`src/rtl/riscv_pkg.sv`:
```
// Shared pipeline constants and types used by the hazard/stall control logic.
package riscv_pkg;

  localparam int NREG    = 32;
  localparam int AW      = 5;
  localparam int CNT_W   = 16;
  localparam int TIMEOUT = 64;

  localparam logic [AW-1:0] REG_ZERO = '0;

  // ResultSrc encoding: bit 0 set means the instruction is a load.
  localparam int RESULT_SRC_LOAD_BIT = 0;

  typedef enum logic {
    DIV_IDLE = 1'b0,
    DIV_BUSY = 1'b1
  } div_state_e;

endpackage

```
`src/rtl/hazard_scoreboard.sv`:
```
// Per-register pending bits for results still owed by the multi-cycle divider.
module hazard_scoreboard
  import riscv_pkg::*;
(
  input  logic          clk,
  input  logic          rst,
  input  logic          set_en,
  input  logic [AW-1:0] set_idx,
  input  logic          clr_en,
  input  logic [AW-1:0] clr_idx,
  input  logic [AW-1:0] rd1_idx,
  input  logic [AW-1:0] rd2_idx,
  input  logic [AW-1:0] rd3_idx,
  output logic          rd1_pend,
  output logic          rd2_pend,
  output logic          rd3_pend
);

  logic [NREG-1:0] pending;
  logic [NREG-1:0] set_mask;
  logic [NREG-1:0] clr_mask;

  always_comb begin
    set_mask = '0;
    clr_mask = '0;
    if (set_en && set_idx != REG_ZERO) set_mask[set_idx] = 1'b1;
    if (clr_en) clr_mask[clr_idx] = 1'b1;
  end

  // Clear is applied first so a same-cycle set on the same register wins.
  always_ff @(posedge clk or posedge rst) begin
    if (rst) pending <= '0;
    else     pending <= (pending & ~clr_mask) | set_mask;
  end

  // A write-back landing this cycle releases the reader immediately.
  function automatic logic pend_rd(input logic [AW-1:0] idx);
    return (idx != REG_ZERO) && pending[idx] && !(clr_en && clr_idx == idx);
  endfunction

  assign rd1_pend = pend_rd(rd1_idx);
  assign rd2_pend = pend_rd(rd2_idx);
  assign rd3_pend = pend_rd(rd3_idx);

endmodule

```
`src/rtl/hazard_unit.sv`:
```
// Stall/flush controller: load-use, divider-dependency and branch-redirect hazards,
// plus a saturating stall counter and a sticky stall-timeout flag.
module hazard_unit
  import riscv_pkg::*;
(
  input  logic             clk,
  input  logic             rst,
  input  logic [AW-1:0]    Rs1_D,
  input  logic [AW-1:0]    Rs2_D,
  input  logic [AW-1:0]    RD_D,
  input  logic             RegWriteD,
  input  logic             DivOpD,
  input  logic [AW-1:0]    RD_E,
  input  logic             RegWriteE,
  input  logic             ResultSrcE0,
  input  logic             DivOpE,
  input  logic             PCSrcE,
  input  logic             DivDoneW,
  input  logic [AW-1:0]    DivRdW,
  output logic             StallF,
  output logic             StallD,
  output logic             FlushD,
  output logic             FlushE,
  output logic             DivBusy,
  output logic [CNT_W-1:0] StallCount,
  output logic             HazardTimeout,
  output div_state_e       DivState
);

  localparam int RUN_W = $clog2(TIMEOUT + 1);

  logic             rs1_pend, rs2_pend, rd_pend;
  logic             lw_stall, sb_stall, div_stall, stall;
  logic [RUN_W-1:0] run_cnt;

  hazard_scoreboard u_scoreboard (
    .clk      (clk),
    .rst      (rst),
    .set_en   (DivOpE & RegWriteE),
    .set_idx  (RD_E),
    .clr_en   (DivDoneW),
    .clr_idx  (DivRdW),
    .rd1_idx  (Rs1_D),
    .rd2_idx  (Rs2_D),
    .rd3_idx  (RD_D),
    .rd1_pend (rs1_pend),
    .rd2_pend (rs2_pend),
    .rd3_pend (rd_pend)
  );

  assign lw_stall  = ResultSrcE0 & RegWriteE & (RD_E != REG_ZERO) &
                     ((RD_E == Rs1_D) | (RD_E == Rs2_D));
  assign sb_stall  = rs1_pend | rs2_pend | (RegWriteD & rd_pend);
  assign div_stall = DivOpD & DivBusy & ~DivDoneW;
  assign stall     = lw_stall | sb_stall | div_stall;

  // A taken branch overrides any stall: the Decode instruction is wrong-path.
  assign StallF = ~rst & stall & ~PCSrcE;
  assign StallD = ~rst & stall & ~PCSrcE;
  assign FlushD = ~rst & PCSrcE;
  assign FlushE = ~rst & (stall | PCSrcE);

  always_ff @(posedge clk or posedge rst) begin
    if (rst) begin
      DivState <= DIV_IDLE;
      DivBusy  <= 1'b0;
    end else begin
      case (DivState)
        DIV_IDLE: if (DivOpE) begin
          DivState <= DIV_BUSY;
          DivBusy  <= 1'b1;
        end
        DIV_BUSY: if (DivDoneW && !DivOpE) begin
          DivState <= DIV_IDLE;
          DivBusy  <= 1'b0;
        end
        default: begin
          DivState <= DIV_IDLE;
          DivBusy  <= 1'b0;
        end
      endcase
    end
  end

  always_ff @(posedge clk or posedge rst) begin
    if (rst) begin
      StallCount    <= '0;
      run_cnt       <= '0;
      HazardTimeout <= 1'b0;
    end else if (StallD) begin
      if (StallCount != '1) StallCount <= StallCount + CNT_W'(1);
      if (run_cnt != RUN_W'(TIMEOUT)) run_cnt <= run_cnt + RUN_W'(1);
      if (run_cnt == RUN_W'(TIMEOUT - 1)) HazardTimeout <= 1'b1;
    end else begin
      run_cnt <= '0;
    end
  end

endmodule

```
`config.mk`:
```
export PLATFORM = sky130hd
export DESIGN_NAME = hazard_unit
export DESIGN_NICKNAME = d
export VERILOG_FILES = /design/src/rtl/riscv_pkg.sv /design/src/rtl/hazard_scoreboard.sv /design/src/rtl/hazard_unit.sv
export SDC_FILE = /design/constraint.sdc
export NUM_CORES = 1
export LEC_CHECK = 0
export BUFFER_PORTS_ARGS = -buffer_cell sky130_fd_sc_hd__buf_2
export CORE_MARGIN = 2
export CORE_UTILIZATION = 29
export CTS_CLUSTER_SIZE = 8
export DETAILED_ROUTE_END_ITERATION = 8
export GPL_ROUTABILITY_DRIVEN = 0
export PLACE_DENSITY = 0.49
export SYNTH_ARGS = -nofsm -noshare
export SYNTH_HDL_FRONTEND = slang
export SYNTH_SLANG_ARGS = --single-unit
```
`constraint.sdc`:
```
create_clock -name clk -period 4.61 [get_ports clk]
set_input_delay 0.6915 -clock clk [delete_from_list [all_inputs] [get_ports clk]]
set_output_delay 0.6915 -clock clk [all_outputs]
set_load 0.1 [all_outputs]
```
# == Word level (Yosys, flattened, before mapping) ==
# Cells that the tools add are included.
# word_totals
register_bits,58
input_bits,34
output_inout_bits,23
word_cells,94
# op_classes
add_sub_neg,2
n_lt_le_gt_ge,7
eq_ne,11
mux,20
n_bitwise,24
n_reduce_logical,24
# ops
operator,count
32-bit two-way mux,2
32-bit bitwise AND,1
32-bit inverter,1
32-bit bitwise OR,1
"5-bit by 6-bit less-than comparator with 1-bit output, second input constant",5
5-bit equality test,5
5-bit nonzero test,4
"16-bit by 1-bit adder with 16-bit output, second input constant",1
"16-bit != test, second input constant",1
1-bit binary-select mux with 5-bit select,3
7-bit two-way mux,2
1-bit logical AND,13
1-bit bitwise AND,11
1-bit demux with 5-bit select,2
"5-bit by 1-bit greater-or-equal comparator with 1-bit output, second input constant",2
1-bit two-way mux,9
"7-bit by 1-bit adder with 7-bit output, second input constant",1
"7-bit by 6-bit equality test with 1-bit output, second input constant",1
"7-bit != test, second input constant",1
1-bit bitwise OR,6
2-bit AND reduction,3
1-bit logical NOT,4
"2-bit by 1-bit != test with 1-bit output, second input constant",2
1-bit inverter,4
other kinds (2),3

# == Longest topological paths before layout ==
# Gate-level depths: netlist of run 1.
# depth
word_depth,11
depth_mapped,12
ltp_nobuf,9

# == Hierarchy ==
# A second synthesis of run 1 with hierarchy kept.
# unflattened
cells_unflattened,368
hier_area_um2,3831.2
# modules_own_cells
module,instances,cells_per_inst,area_each_um2,seq_area_each_um2
hazard_scoreboard,1,221,2339.7,800.8
hazard_unit,1,147,1491.4,650.6

# == Least setup slack after synthesis of run 1 ==
# Ideal clock, no wire load.
# synth_timing
kind,input to output
start,input Rs2_D[1]
end,output FlushE
arrival_ns,3.200
required_time_ns,3.919
setup_slack_ns,0.718
path_stages,9
path_buffers,2
cell_sequence,buf_6 buf_12 mux2i_1 mux4_2 nand3b_1 o2111ai_1 o32ai_1 nor3_1 nor2_1
# synth_via
elab_chain_len,10
word_cells_on_any_way,17
cone_classes,eq/ne (2); mux (2); bitwise (8); reduce/logical (5)
# synth_rtl
item,line_no,text
start: declaration,hazard_unit.sv:9,"input logic [AW-1:0] Rs2_D,"
1-bit binary-select mux with 5-bit select / 5-bit equality test (equally long branches),hazard_scoreboard.sv:38,return (idx != REG_ZERO) && pending[idx] && !(clr_en && clr_idx == idx);
1-bit two-way mux (not written as such) / 1-bit logical AND (equally long branches),hazard_scoreboard.sv:38,
1-bit logical AND / 1-bit logical NOT (equally long branches),hazard_scoreboard.sv:38,
1-bit logical AND,hazard_scoreboard.sv:38,
1-bit bitwise OR (2 in series),hazard_unit.sv:53,assign sb_stall = rs1_pend | rs2_pend | (RegWriteD & rd_pend);
1-bit bitwise OR (*) (2 in series),hazard_unit.sv:55,assign stall = lw_stall | sb_stall | div_stall;
1-bit bitwise OR (*),hazard_unit.sv:61,assign FlushE = ~rst & (stall | PCSrcE);
1-bit bitwise AND (*),hazard_unit.sv:61,
end: declaration,hazard_unit.sv:23,"output logic FlushE,"
# Every way passes the cells marked *; elsewhere a longest branch is shown, timed or not. The select of a mux whose other input is x is not followed.

# == Worst setup path after layout of run 1 ==
# layout_timing
start,input Rs1_D[1]
end,output StallD
# layout_via
elab_chain_len,10
word_cells_on_any_way,17
cone_classes,eq/ne (2); mux (2); bitwise (8); reduce/logical (5)
# layout_rtl
item,line_no,text
start: declaration,hazard_unit.sv:8,"input logic [AW-1:0] Rs1_D,"
1-bit binary-select mux with 5-bit select / 5-bit equality test (equally long branches),hazard_scoreboard.sv:38,
1-bit two-way mux (not written as such) / 1-bit logical AND (equally long branches),hazard_scoreboard.sv:38,
1-bit logical AND / 1-bit logical NOT (equally long branches),hazard_scoreboard.sv:38,
1-bit logical AND,hazard_scoreboard.sv:38,
1-bit bitwise OR (2 in series),hazard_unit.sv:53,
1-bit bitwise OR (*) (2 in series),hazard_unit.sv:55,
1-bit bitwise AND (*) (2 in series),hazard_unit.sv:59,assign StallD = ~rst & stall & ~PCSrcE;
end: declaration,hazard_unit.sv:21,"output logic StallD,"
# Marks and branches as above.

==> qor.txt, run 1 <==
Clock root buffer -> clkbuf_16
Layout cells sized above 1 -> 24.0%
Latest clock arrival within the worst-skew pair -> 0.32 ns
Post-CTS Repair Setup Buffers -> 0
Worst Tran Pin Value -> 0.743 ns
PortBufs -> 56
Filler Cells Inserted -> 1374
Clock Path Buffers -> 2
Area of the multi-input gates -> 2260 um^2
# resized after CTS -> 0
Slew HR -> 50.5%
Required @ worst endpoint -> 3.92 ns
Area growth syn-to-layout -> 16.9%
Share of the synthesized area in the top cell type -> 37.0%
P per Cell Area -> 417 nW/um^2
DP Area -> 4260 um^2
Die width -> 120 um
DP Wirelength -> 7930 um
Antenna Diode Count -> 0
Initial Util -> 29.6%
Design Area, Final -> 4580 um^2
CTS tree -> yes
CP startpoint -> Rs1_D[1]
Crit. End Element -> primary output
Sequential area share after synthesis -> 37.0%
Unrepaired setup endpoints after global routing -> false
# setup viols final -> 0
Detailed-router iteration count before antenna repair -> 5
Hold WC Path Type -> register to register
# nets final -> 469
R2R Setup Slk -> 1.92 ns
FF-to-FF Start -> u_scoreboard.pending[12]$_DFF_PP0_
Vias -> 3291
Area leader, netlist -> dfrtp_1
Drt drc -> 0
Maximum vdd drop -> 0.422 mV
CTS Hold Bufs -> 0
Setup slack after layout -> 0.877 ns
Area contributors post-synth -> dfrtp_1 (37%), mux4_2 (9.8%), o21ai_0 (8.0%)
FF+latch count, synth -> 58
IO Count -> 57
Total gr overflow -> 0
Worst-path clk slew -> 0.06 ns
Sequential cell area -> 1450 um^2
Initial antenna violation count -> 0
Row cnt -> 42
Async set-reset flop share out of synthesis -> 100%
Max Cap Viol -> 0
Vias in the first global route -> 3165
Worst setup path class -> primary input to primary output
Htree depth -> 3
CTS buffer count -> 9
Synth Net Count -> 431
Drt wl/cell -> 17.6 um
Die area -> 14500 um^2
Final critical-path required period -> 3.73 ns
Setup TNS -> 0 ns
Crit path to -> StallD
Vias per inst -> 5.37
Most common cell in the netlist -> o21ai_0
Syn_area_per_cell -> 9.94 um^2
Cell variety after synth -> 56
Final hold violations -> 0
Ys Warns -> 0
Total GRT Usage -> 15.5%
Post-synth top cells -> o21ai_0 (63), dfrtp_1 (58), xnor2_1 (29)
Leak pwr -> 1.93 nW
Clock sinks -> 58
Synth Instances -> 394
Finished Core Util -> 34.6%
Iter 0 DRT Violations -> 217
Worst-case reg-to-reg path depth -> 10
Outcome -> finished, final reports clean
Number of flops mapped to enable cells by yosys -> 0
First-pass GRT wire length -> 17500 um
Pins over their slew limit -> 0
Reg2Reg Capture Point -> StallCount[1]$_DFFE_PP0P_
Pre-CTS setup slack -> 0.868 ns
Post-Syn Area -> 3920 um^2
CP Launch Type -> primary input
Fmax -> 268 MHz
Die H -> 120 um
Worst Clk Skew -> 0.00802 ns
Placed cells -> 597
Final Routed Wirelength -> 10800 um
Dominant synthesized flop cell -> dfrtp_1
Largest net degree at the start of global routing -> 59
Tcrit/Tclk final -> 81.0%
Total core area -> 13200 um^2
Final ANT Viol Nets -> 0
Worst-path fanout max -> 17
CP Data Arrival Time -> 3.04 ns
Post-Layout Cell Count -> 613
[cell type report]
type,instances,share of cell area (%)
clock inverters,5,1.69
flip-flops and latches,58,31.7
repair buffers,58,6.45
well taps,176,4.81
clock buffers,11,5.30
multi-input cells,296,49.3
inverters,9,0.738
[cell usage in the layout, fill, tap and decap left out, types with 4 or more instances in the layout]
cell type / count
o21ai_0: 63
dfrtp_1: 58
buf_2: 56
xnor2_1: 29
nor2_1: 24
nand3_1: 19
nand2_1: 19
mux4_2: 17
xor2_1: 13
mux2i_1: 12
nand4_1: 11
and3_1: 9
clkbuf_16: 9
nand3b_1: 8
inv_1: 7
nor2b_1: 6
a21oi_1: 6
a31oi_1: 5
mux2_2: 4
nand2b_1: 4
[how the worst min path moves through the flow]
stage               slack (ns)                      start  depth (start not counted)                   endpoint
finish                    0.48         DivState$_DFF_PP0_                          1        DivBusy$_DFFE_PP0P_
global route              0.51         DivState$_DFF_PP0_                          1        DivBusy$_DFFE_PP0P_
CTS                       0.49         DivState$_DFF_PP0_                          1        DivBusy$_DFFE_PP0P_
detailed placement        0.48  HazardTimeout$_DFFE_PP0P_                          2  HazardTimeout$_DFFE_PP0P_
global placement          0.47         DivState$_DFF_PP0_                          1        DivBusy$_DFFE_PP0P_
floorplan                 0.47     run_cnt[6]$_DFFE_PP0P_                          1  HazardTimeout$_DFFE_PP0P_
[metrics by stage]
stage | hold slack (ns) | power (W)
final | 0.484 | 0.00191
after global routing | 0.513 | 0.00201
after detailed placement | 0.476 | 0.00121
after global placement | 0.468 | 0.00120
after CTS | 0.488 | 0.00193
after floorplan | 0.472 | 0.00108
[registers in the layout (all words and copies together) (netlist names)]
| signal | cells |
|---|---|
| StallCount | 16 |
| HazardTimeout | 1 |
| DivBusy | 1 |
| DivState | 1 |
| u_scoreboard.pending | 32 |
| run_cnt | 7 |
[kinds of logic (layout without fill, tap and decap cells)]
kind of cell	count (synthesis)	in the layout	synth area share (%)
AOI/OAI and AO/OA	94	94	13.9
xor gates and xnor gates	43	43	9.81
adders and majority gates	3	3	0.958
buffers and inverters	40	83	5.33
DFF	58	58	37.0
muxes	36	36	16.0
and+or+nand+nor	120	120	17.0
[where the power goes]
group / internal (W) / switching [W]
logic: 0.000177 / 0.000348
clock network: 0.000485 / 0.000225
registers: 0.000583 / 0.0000914
[critical path: stages]
cell and delay, ns:
buf_2 0.27, mux4_2 0.54, nor2_1 0.09, a21oi_1 0.06, a311oi_1 0.35, o211ai_2 0.15
o21ai_2 0.20, buf_4 0.21, inv_2 0.14, buf_2 0.32
[per-layer routing]
metal  share of wire (%)  vias up  GRT usage [%]
met5                   0        -              0
met4                 1.4        0           4.51
met3                 6.8       16           3.77
met2                  47      120           23.9
met1                  45     1627           21.7
li1                    -     1528              -
(Power assumes the default switching activity.)
==> inputs of run 2 (changes only) <==
==> constraint.sdc (replaced) <==
create_clock -name clk -period 3.6 [get_ports clk]
set_input_delay 0.54 -clock clk [delete_from_list [all_inputs] [get_ports clk]]
set_output_delay 0.54 -clock clk [all_outputs]
set_load 0.1 [all_outputs]
==> run 2 against run 1 <==
- cell count down 0.16%
- non-clock buffer count up 1
- core utilization down 0.41 points
- final area down 1.2%
- first-iteration DRC count down 11%
- register-to-register slack worse by 1.0 ns
- clock skew down 0.0011 ns
- sequential share of layout area up 0.38 points
- critical path depth down 1
- die area unchanged
- sequential cell count unchanged
- worst hold slack worse by 0.18 ns
- critical path type unchanged
- critical endpoint is now StallF
==> qor.txt, run 2 (synthesized netlist as in run 1, its figures left out) <==
Outcome -> finished, final reports clean
Crit path to -> StallF
Fmax -> 306 MHz
Clock root buffer -> clkbuf_16
Reg2Reg Capture Point -> StallCount[1]$_DFFE_PP0P_
Top flop regs -> u_scoreboard.pending: 32 flops, StallCount: 16 flops, run_cnt: 7 flops
Vias per inst -> 5.41 (+0.74%)
Initial Util -> 29.6% (unchanged)
Crit. End Element -> primary output
Worst-path fanout max -> 14 (-3)
Clock sinks -> 58 (unchanged)
Setup slack after layout -> 0.330 ns (-0.547 ns)
PortBufs -> 56 (unchanged)
Worst-case reg-to-reg path depth -> 10 (unchanged)
Filler Cells Inserted -> 1372 (-0.15%)
Pre-CTS setup slack -> 0.339 ns (-0.528 ns)
DP Wirelength -> 8150 um (+2.8%)
IO Count -> 57 (unchanged)
Die width -> 120 um (unchanged)
Final critical-path required period -> 3.27 ns
Hold WC Path Type -> primary input to async pin
Total core area -> 13200 um^2 (unchanged)
Max Cap Viol -> 0 (unchanged)
CP startpoint -> Rs2_D[1]
Total gr overflow -> 0 (unchanged)
Worst Clk Skew -> 0.00687 ns (-0.00115 ns)
Latest clock arrival within the worst-skew pair -> 0.32 ns (about the same)
Maximum vdd drop -> 0.524 mV (+24%)
Row cnt -> 42 (unchanged)
Top reg by flops -> u_scoreboard.pending
M3 GR Usage -> 2.88% (-0.90 points)
# resized after CTS -> 0 (unchanged)
# setup viols final -> 0 (unchanged)
Worst-path clk slew -> 0.05 ns (about the same)
Most common cell after layout, fill and taps aside -> o21ai_0
Leak pwr -> 1.91 nW (-0.86%)
Layout cells sized above 1 -> 24.1% (+0.055 points)
Post-CTS Repair Setup Buffers -> 0 (unchanged)
Unrepaired setup endpoints after global routing -> false
CTS buffer count -> 9 (unchanged)
Iter 0 DRT Violations -> 193 (-11%)
Tcrit/Tclk final -> 90.8%
CTS Hold Bufs -> 0 (unchanged)
Largest net degree at the start of global routing -> 35 (-41%)
Drt drc -> 0 (unchanged)
Total GRT Usage -> 15.3% (-0.18 points)
P per Cell Area -> 506 nW/um^2 (+21%)
Htree depth -> 3 (unchanged)
Final ANT Viol Nets -> 0 (unchanged)
Die area -> 14500 um^2 (unchanged)
GRT busiest layer -> met2
Setup TNS -> 0 ns (unchanged)
Detailed-router iteration count before antenna repair -> 5 (unchanged)
CTS tree -> yes
CP Launch Type -> primary input
Slew HR -> 64.9% (+14 points)
Area growth syn-to-layout -> 15.5%
Drt wl/cell -> 18.0 um (+2.6%)
Final hold violations -> 0 (unchanged)
Max reg flops -> 32 (unchanged)
Clock Path Buffers -> 2 (unchanged)
# nets final -> 470 (+0.21%)
M2 GR Usage -> 24.4% (+0.43 points)
Design Area, Final -> 4520 um^2 (-1.2%)
DP Area -> 4270 um^2 (+0.18%)
Post-Layout Cell Count -> 612 (-0.16%)
Vias in the first global route -> 3225 (+1.9%)
Worst Tran Pin Value -> 0.525 ns (-0.218 ns)
First-pass GRT wire length -> 17300 um (-0.79%)
FF-to-FF Start -> u_scoreboard.pending[3]$_DFF_PP0_
CP Data Arrival Time -> 2.73 ns (-0.31 ns)
Die H -> 120 um (unchanged)
Pins over their slew limit -> 0 (unchanged)
Placed cells -> 598 (+0.17%)
Required @ worst endpoint -> 3.06 ns (-0.86 ns)
Vias -> 3310 (+0.58%)
R2R Setup Slk -> 0.91 ns (-1.01 ns)
Most frequent cells in the layout -> o21ai_0 (63), dfrtp_1 (58), buf_2 (56), xnor2_1 (29), nor2_1 (24)
Antenna Diode Count -> 0 (unchanged)
Initial antenna violation count -> 0 (unchanged)
Met1 usage -> 21.0% (-0.64 points)
Worst setup path class -> primary input to primary output
Final Routed Wirelength -> 11000 um (+2.4%)
run 2: cell type report:
| class | count | area, um^2 | area share, % |
|---|---|---|---|
| sequential | 58 | 1450 | 32.1 |
| multi-input combinational | 296 | 2260 | 49.9 |
| clock inverter | 4 | 20.0 | 0.442 |
| timing repair buffer | 59 | 303 | 6.69 |
| clock buffer | 10 | 239 | 5.28 |
| tap | 176 | 220 | 4.87 |
| inverter | 9 | 33.8 | 0.747 |
run 2: routing by layer:
| metal | vias up | wire, um | part of all wire [%] |
|---|---|---|---|
| met5 | - | 0 | 0 |
| met4 | 0 | 209 | 1.9 |
| met3 | 16 | 623 | 5.6 |
| met2 | 109 | 5080 | 46 |
| met1 | 1664 | 5130 | 46 |
| li1 | 1521 | - | - |
run 2: how the worst min path moves through the flow:
| stage | start | endpoint | slack [ns] | depth (start not counted) |
|---|---|---|---|---|
| after floorplan | run_cnt[6]$_DFFE_PP0P_ | HazardTimeout$_DFFE_PP0P_ | 0.47 | 1 |
| after global placement | DivState$_DFF_PP0_ | DivBusy$_DFFE_PP0P_ | 0.46 | 1 |
| after detailed placement | HazardTimeout$_DFFE_PP0P_ | HazardTimeout$_DFFE_PP0P_ | 0.46 | 2 |
| after CTS | rst | u_scoreboard.pending[30]$_DFF_PP0_ | 0.31 | 2 |
| after global routing | rst | u_scoreboard.pending[16]$_DFF_PP0_ | 0.34 | 2 |
| final | rst | u_scoreboard.pending[10]$_DFF_PP0_ | 0.30 | 2 |
run 2: critical path, cell delays in order:
cell	delay, ns
buf_2	0.32
mux2i_1	0.13
mux4_2	0.51
nand3b_1	0.12
o2111ai_1	0.17
o32ai_1	0.24
o21ai_2	0.17
inv_2	0.11
buf_2	0.42
run 2: stage by stage:
step / util (%) / hold slack [ns] / total power [W]
finish: 34.2 / 0.302 / 0.00229
detailed placement: 32.2 / 0.457 / 0.00155
CTS: 34.2 / 0.313 / 0.00230
global route: 34.2 / 0.337 / 0.00240
global placement: 32.2 / 0.463 / 0.00154
floorplan: - / 0.472 / 0.00138
run 2: power by group:
group	internal, W	switching, W
Sequential	0.000747	0.000115
Clock	0.000470	0.000277
Combinational	0.000228	0.000452
Total	0.00145	0.000844
==> inputs of run 3 (changes only) <==
--- a/config.mk
+++ b/config.mk
@@ -14,4 +14,5 @@
 export PLACE_DENSITY = 0.49
 export SYNTH_ARGS = -nofsm -noshare
 export SYNTH_HDL_FRONTEND = slang
+export SYNTH_HIERARCHICAL = 1
 export SYNTH_SLANG_ARGS = --single-unit
==> constraint.sdc (replaced) <==
create_clock -name clk -period 3.6 [get_ports clk]
set_input_delay 1.08 -clock clk [delete_from_list [all_inputs] [get_ports clk]]
set_output_delay 1.08 -clock clk [all_outputs]
set_load 0.1 [all_outputs]
==> run 3 against run 2 <==
- the run now ends with negative setup slack left
- count of clock-buffer cells in the layout rose by 2
- maximum frequency fell by 24%
- worst hold slack improved by 0.17 ns
- die area fell by 2.1%
- critical path type unchanged
- largest cell class unchanged
- largest power group unchanged
==> qor.txt, run 3 <==
Outcome -> finished, violations left
Failing checks -> negative setup slack
Worst-path clk slew -> 0.05 ns (about the same)
Tcrit/Tclk final -> 120% (+29 points)
Hold_sp -> HazardTimeout$_DFFE_PP0P_
FF+latch count, synth -> 58 (unchanged)
Ys Warns -> 6 (+6)
IO Count -> 57 (unchanged)
Area growth syn-to-layout -> 34.8%
Most common cell in the netlist -> o21ai_0
Drt wl/cell -> 18.4 um (+1.8%)
Area of the multi-input gates -> 2270 um^2 (+0.55%)
Die area -> 14100 um^2 (-2.1%)
Post-Syn Area -> 3830 um^2 (-2.2%)
Antenna Diode Count -> 0 (unchanged)
CTS Hold Bufs -> 0 (unchanged)
Total GRT Usage -> 17.2% (+1.9 points)
Pre-CTS setup slack -> -1.07 ns (-1.41 ns)
# nets final -> 509 (+8.3%)
Final hold violations -> 0 (unchanged)
Maximum vdd drop -> 0.280 mV (-47%)
CP peak stage delay -> 0.52 ns (about the same)
CP most frequent cell -> o21ai_1
Synth Net Count -> 405 (-6.0%)
First-pass GRT wire length -> 18600 um (+7.2%)
Final critical-path required period -> 4.31 ns (+1.04 ns)
Area leader, netlist -> dfrtp_1
Total core area -> 12800 um^2 (-3.5%)
Crit. End Element -> primary output
Detailed-router iteration count before antenna repair -> 5 (unchanged)
Post-synth top cells -> o21ai_0 (65), dfrtp_1 (58), xnor2_1 (25)
CTS buffer count -> 9 (unchanged)
Latest clock arrival within the worst-skew pair -> 0.33 ns (about the same)
Clock sinks -> 58 (unchanged)
DP Wirelength -> 8960 um (+10%)
Fmax -> 232 MHz (-24%)
Reg2Reg Capture Point -> StallCount[12]$_DFFE_PP0P_
Total gr overflow -> 0 (unchanged)
Share of the synthesized area in the top cell type -> 37.9% (+0.83 points)
CP Launch Type -> primary input
Top reg by flops -> u_scoreboard/pending
Leak pwr -> 2.19 nW (+15%)
Sequential cell area -> 1450 um^2 (unchanged)
Slew HR -> 32.3% (-33 points)
Iter 0 DRT Violations -> 285 (+48%)
Hold WC Path Type -> register to register
Worst Tran Pin Value -> 1.01 ns (+0.489 ns)
Worst Clk Skew -> 0.00506 ns (-0.00182 ns)
Largest net degree at the start of global routing -> 33 (-5.7%)
Vias -> 3443 (+4.0%)
CP top delay family -> compound AO/OA/AOI/OAI gates
DP Area -> 4620 um^2 (+8.3%)
Synth Instances -> 368 (-6.6%)
Setup slack after layout -> -0.706 ns (-1.04 ns)
Final Routed Wirelength -> 11900 um (+8.0%)
Sequential area share after synthesis -> 37.9% (+0.83 points)
Layout cells sized above 1 -> 37.3% (+13 points)
Initial antenna violation count -> 0 (unchanged)
P per Cell Area -> 508 nW/um^2 (+0.38%)
Vias in the first global route -> 3375 (+4.7%)
PortBufs -> 56 (unchanged)
Worst-case reg-to-reg path depth -> 11 (+1)
Slowest cell on crit path -> mux4_2
Initial Util -> 30.0% (+0.41 points)
Row cnt -> 41 (-2.4%)
WP buf/inv -> 3 (unchanged)
Worst-path fanout max -> 2 (-12)
Max reg flops -> 32 (unchanged)
CP Data Arrival Time -> 3.23 ns (+0.50 ns)
FF-to-FF Start -> u_scoreboard/pending[31]$_DFF_PP0_
# setup viols final -> 3 (+3)
CP Cell Sequence -> buf_8, mux4_2, a22o_1, o21ai_1, a21oi_1, a211oi_2, o21ai_1, and2_4, a31oi_4, clkinvlp_4, buf_12
Clock Path Buffers -> 2 (unchanged)
Post-layout total power -> 0.00262 W (+15%)
Top flop regs -> u_scoreboard/pending: 32 flops, StallCount: 16 flops, run_cnt: 7 flops
CTS tree -> yes
Max Cap Viol -> 0 (unchanged)
R2R Setup Slk -> 0.61 ns (-0.30 ns)
Htree depth -> 3 (unchanged)
Hold path depth -> 2
Vias per inst -> 5.31 (-1.9%)
Design Area, Final -> 5170 um^2 (+14%)
Clock root buffer -> clkbuf_16
Most frequent cells in the layout -> o21ai_0 (64), dfrtp_1 (58), buf_4 (52), buf_2 (46), xnor2_1 (25)
Async set-reset flop share out of synthesis -> 100% (unchanged)
Filler Cells Inserted -> 1242 (-9.5%)
Drt drc -> 0 (unchanged)
Area contributors post-synth -> dfrtp_1 (38%), mux4_2 (12%), o21ai_0 (8.5%)
Syn_area_per_cell -> 10.4 um^2 (+4.7%)
Die width -> 119 um (-1.1%)
Cell variety after synth -> 53 (-5.4%)
Required @ worst endpoint -> 2.52 ns (-0.54 ns)
Unrepaired setup endpoints after global routing -> true
Hold endpoint -> HazardTimeout$_DFFE_PP0P_
Number of flops mapped to enable cells by yosys -> 0 (unchanged)
Pins over their slew limit -> 0 (unchanged)
Final ANT Viol Nets -> 0 (unchanged)
Post-Layout Cell Count -> 649 (+6.0%)
Most common cell after layout, fill and taps aside -> o21ai_0
Placed cells -> 631 (+5.5%)
Setup TNS -> -1.95 ns (-1.95 ns)
Dominant synthesized flop cell -> dfrtp_1
Worst setup path class -> primary input to primary output
Die H -> 119 um (-1.1%)
[run 3: changes by cell type after synthesis, sizes merged, moves of 4 or more]
cell and delta:
nor4 +10, and3 -8, nand3 -7, buf -6, clkbuf -6, mux2i -6
nand4 -5, xnor2 -5, a22o +4, inv +4, or3 +4
[run 3: worst max-delay path by stage]
stage,start,depth (start not counted),slack [ns],to
2_1_floorplan,Rs2_D[0],12,-1.15,StallF
3_3_place_gp,Rs2_D[0],11,-1.03,StallD
3_5_place_dp,RD_D[0],11,-1.07,StallF
4_1_cts,Rs2_D[0],11,-0.76,StallF
5_1_grt,Rs1_D[0],11,-0.81,StallF
6_report,Rs2_D[2],11,-0.71,StallF
[run 3: report_power, final]
group / switching [W] / total, W / internal (W)
sequential: 0.000127 / 0.000880 / 0.000753
combinational: 0.000541 / 0.000863 / 0.000323
clock: 0.000308 / 0.000880 / 0.000572
total: 0.000976 / 0.00262 / 0.00165
[run 3: metrics by stage]
stage	hold slack, ns	utilization (%)
after floorplan	0.473	-
after global placement	0.460	36.2
after detailed placement	0.461	36.2
after CTS	0.474	40.1
after global routing	0.509	40.4
final	0.470	40.4
[run 3: tightest hold or removal path, cell delays in order, from the launching register on]
cell,delay (ns)
dfrtp_1,0.34
inv_1,0.04
o31ai_1,0.05
[run 3: cell type report]
class | instances | area share [%]
multi-input combinational | 278 | 43.9
sequential | 58 | 28.1
timing repair buffer | 112 | 16.9
clock inverter | 4 | 0.969
clock buffer | 12 | 4.96
tap | 172 | 4.17
inverter | 13 | 1.02
[run 3: kinds of logic (layout without fill, tap and decap cells)]
family | count (synthesis) | in the layout | synth area share [%]
fa+ha+maj | 3 | 3 | 0.980
buf+inv | 32 | 141 | 4.34
simple gates | 106 | 106 | 16.0
mux | 34 | 34 | 16.9
xor+xnor | 40 | 40 | 9.14
flops | 58 | 58 | 37.9
compound gates | 95 | 95 | 14.8
[run 3: routing by layer]
metal	vias up	wire (um)	track usage, %
li1	1585	-	-
met1	1705	5220	23.4
met2	131	5600	26.8
met3	22	743	3.16
met4	0	359	7.74
met5	-	0	0
[run 3: what timing repair did]
| action | in CTS | in global routing |
|---|---|---|
| pin swaps | 6 | 5 |
| setup buffers | 1 | 1 |
| setup endpoints to repair | 6 | 3 |
| gates cloned | 2 | 0 |
| resized for setup | 38 | 11 |
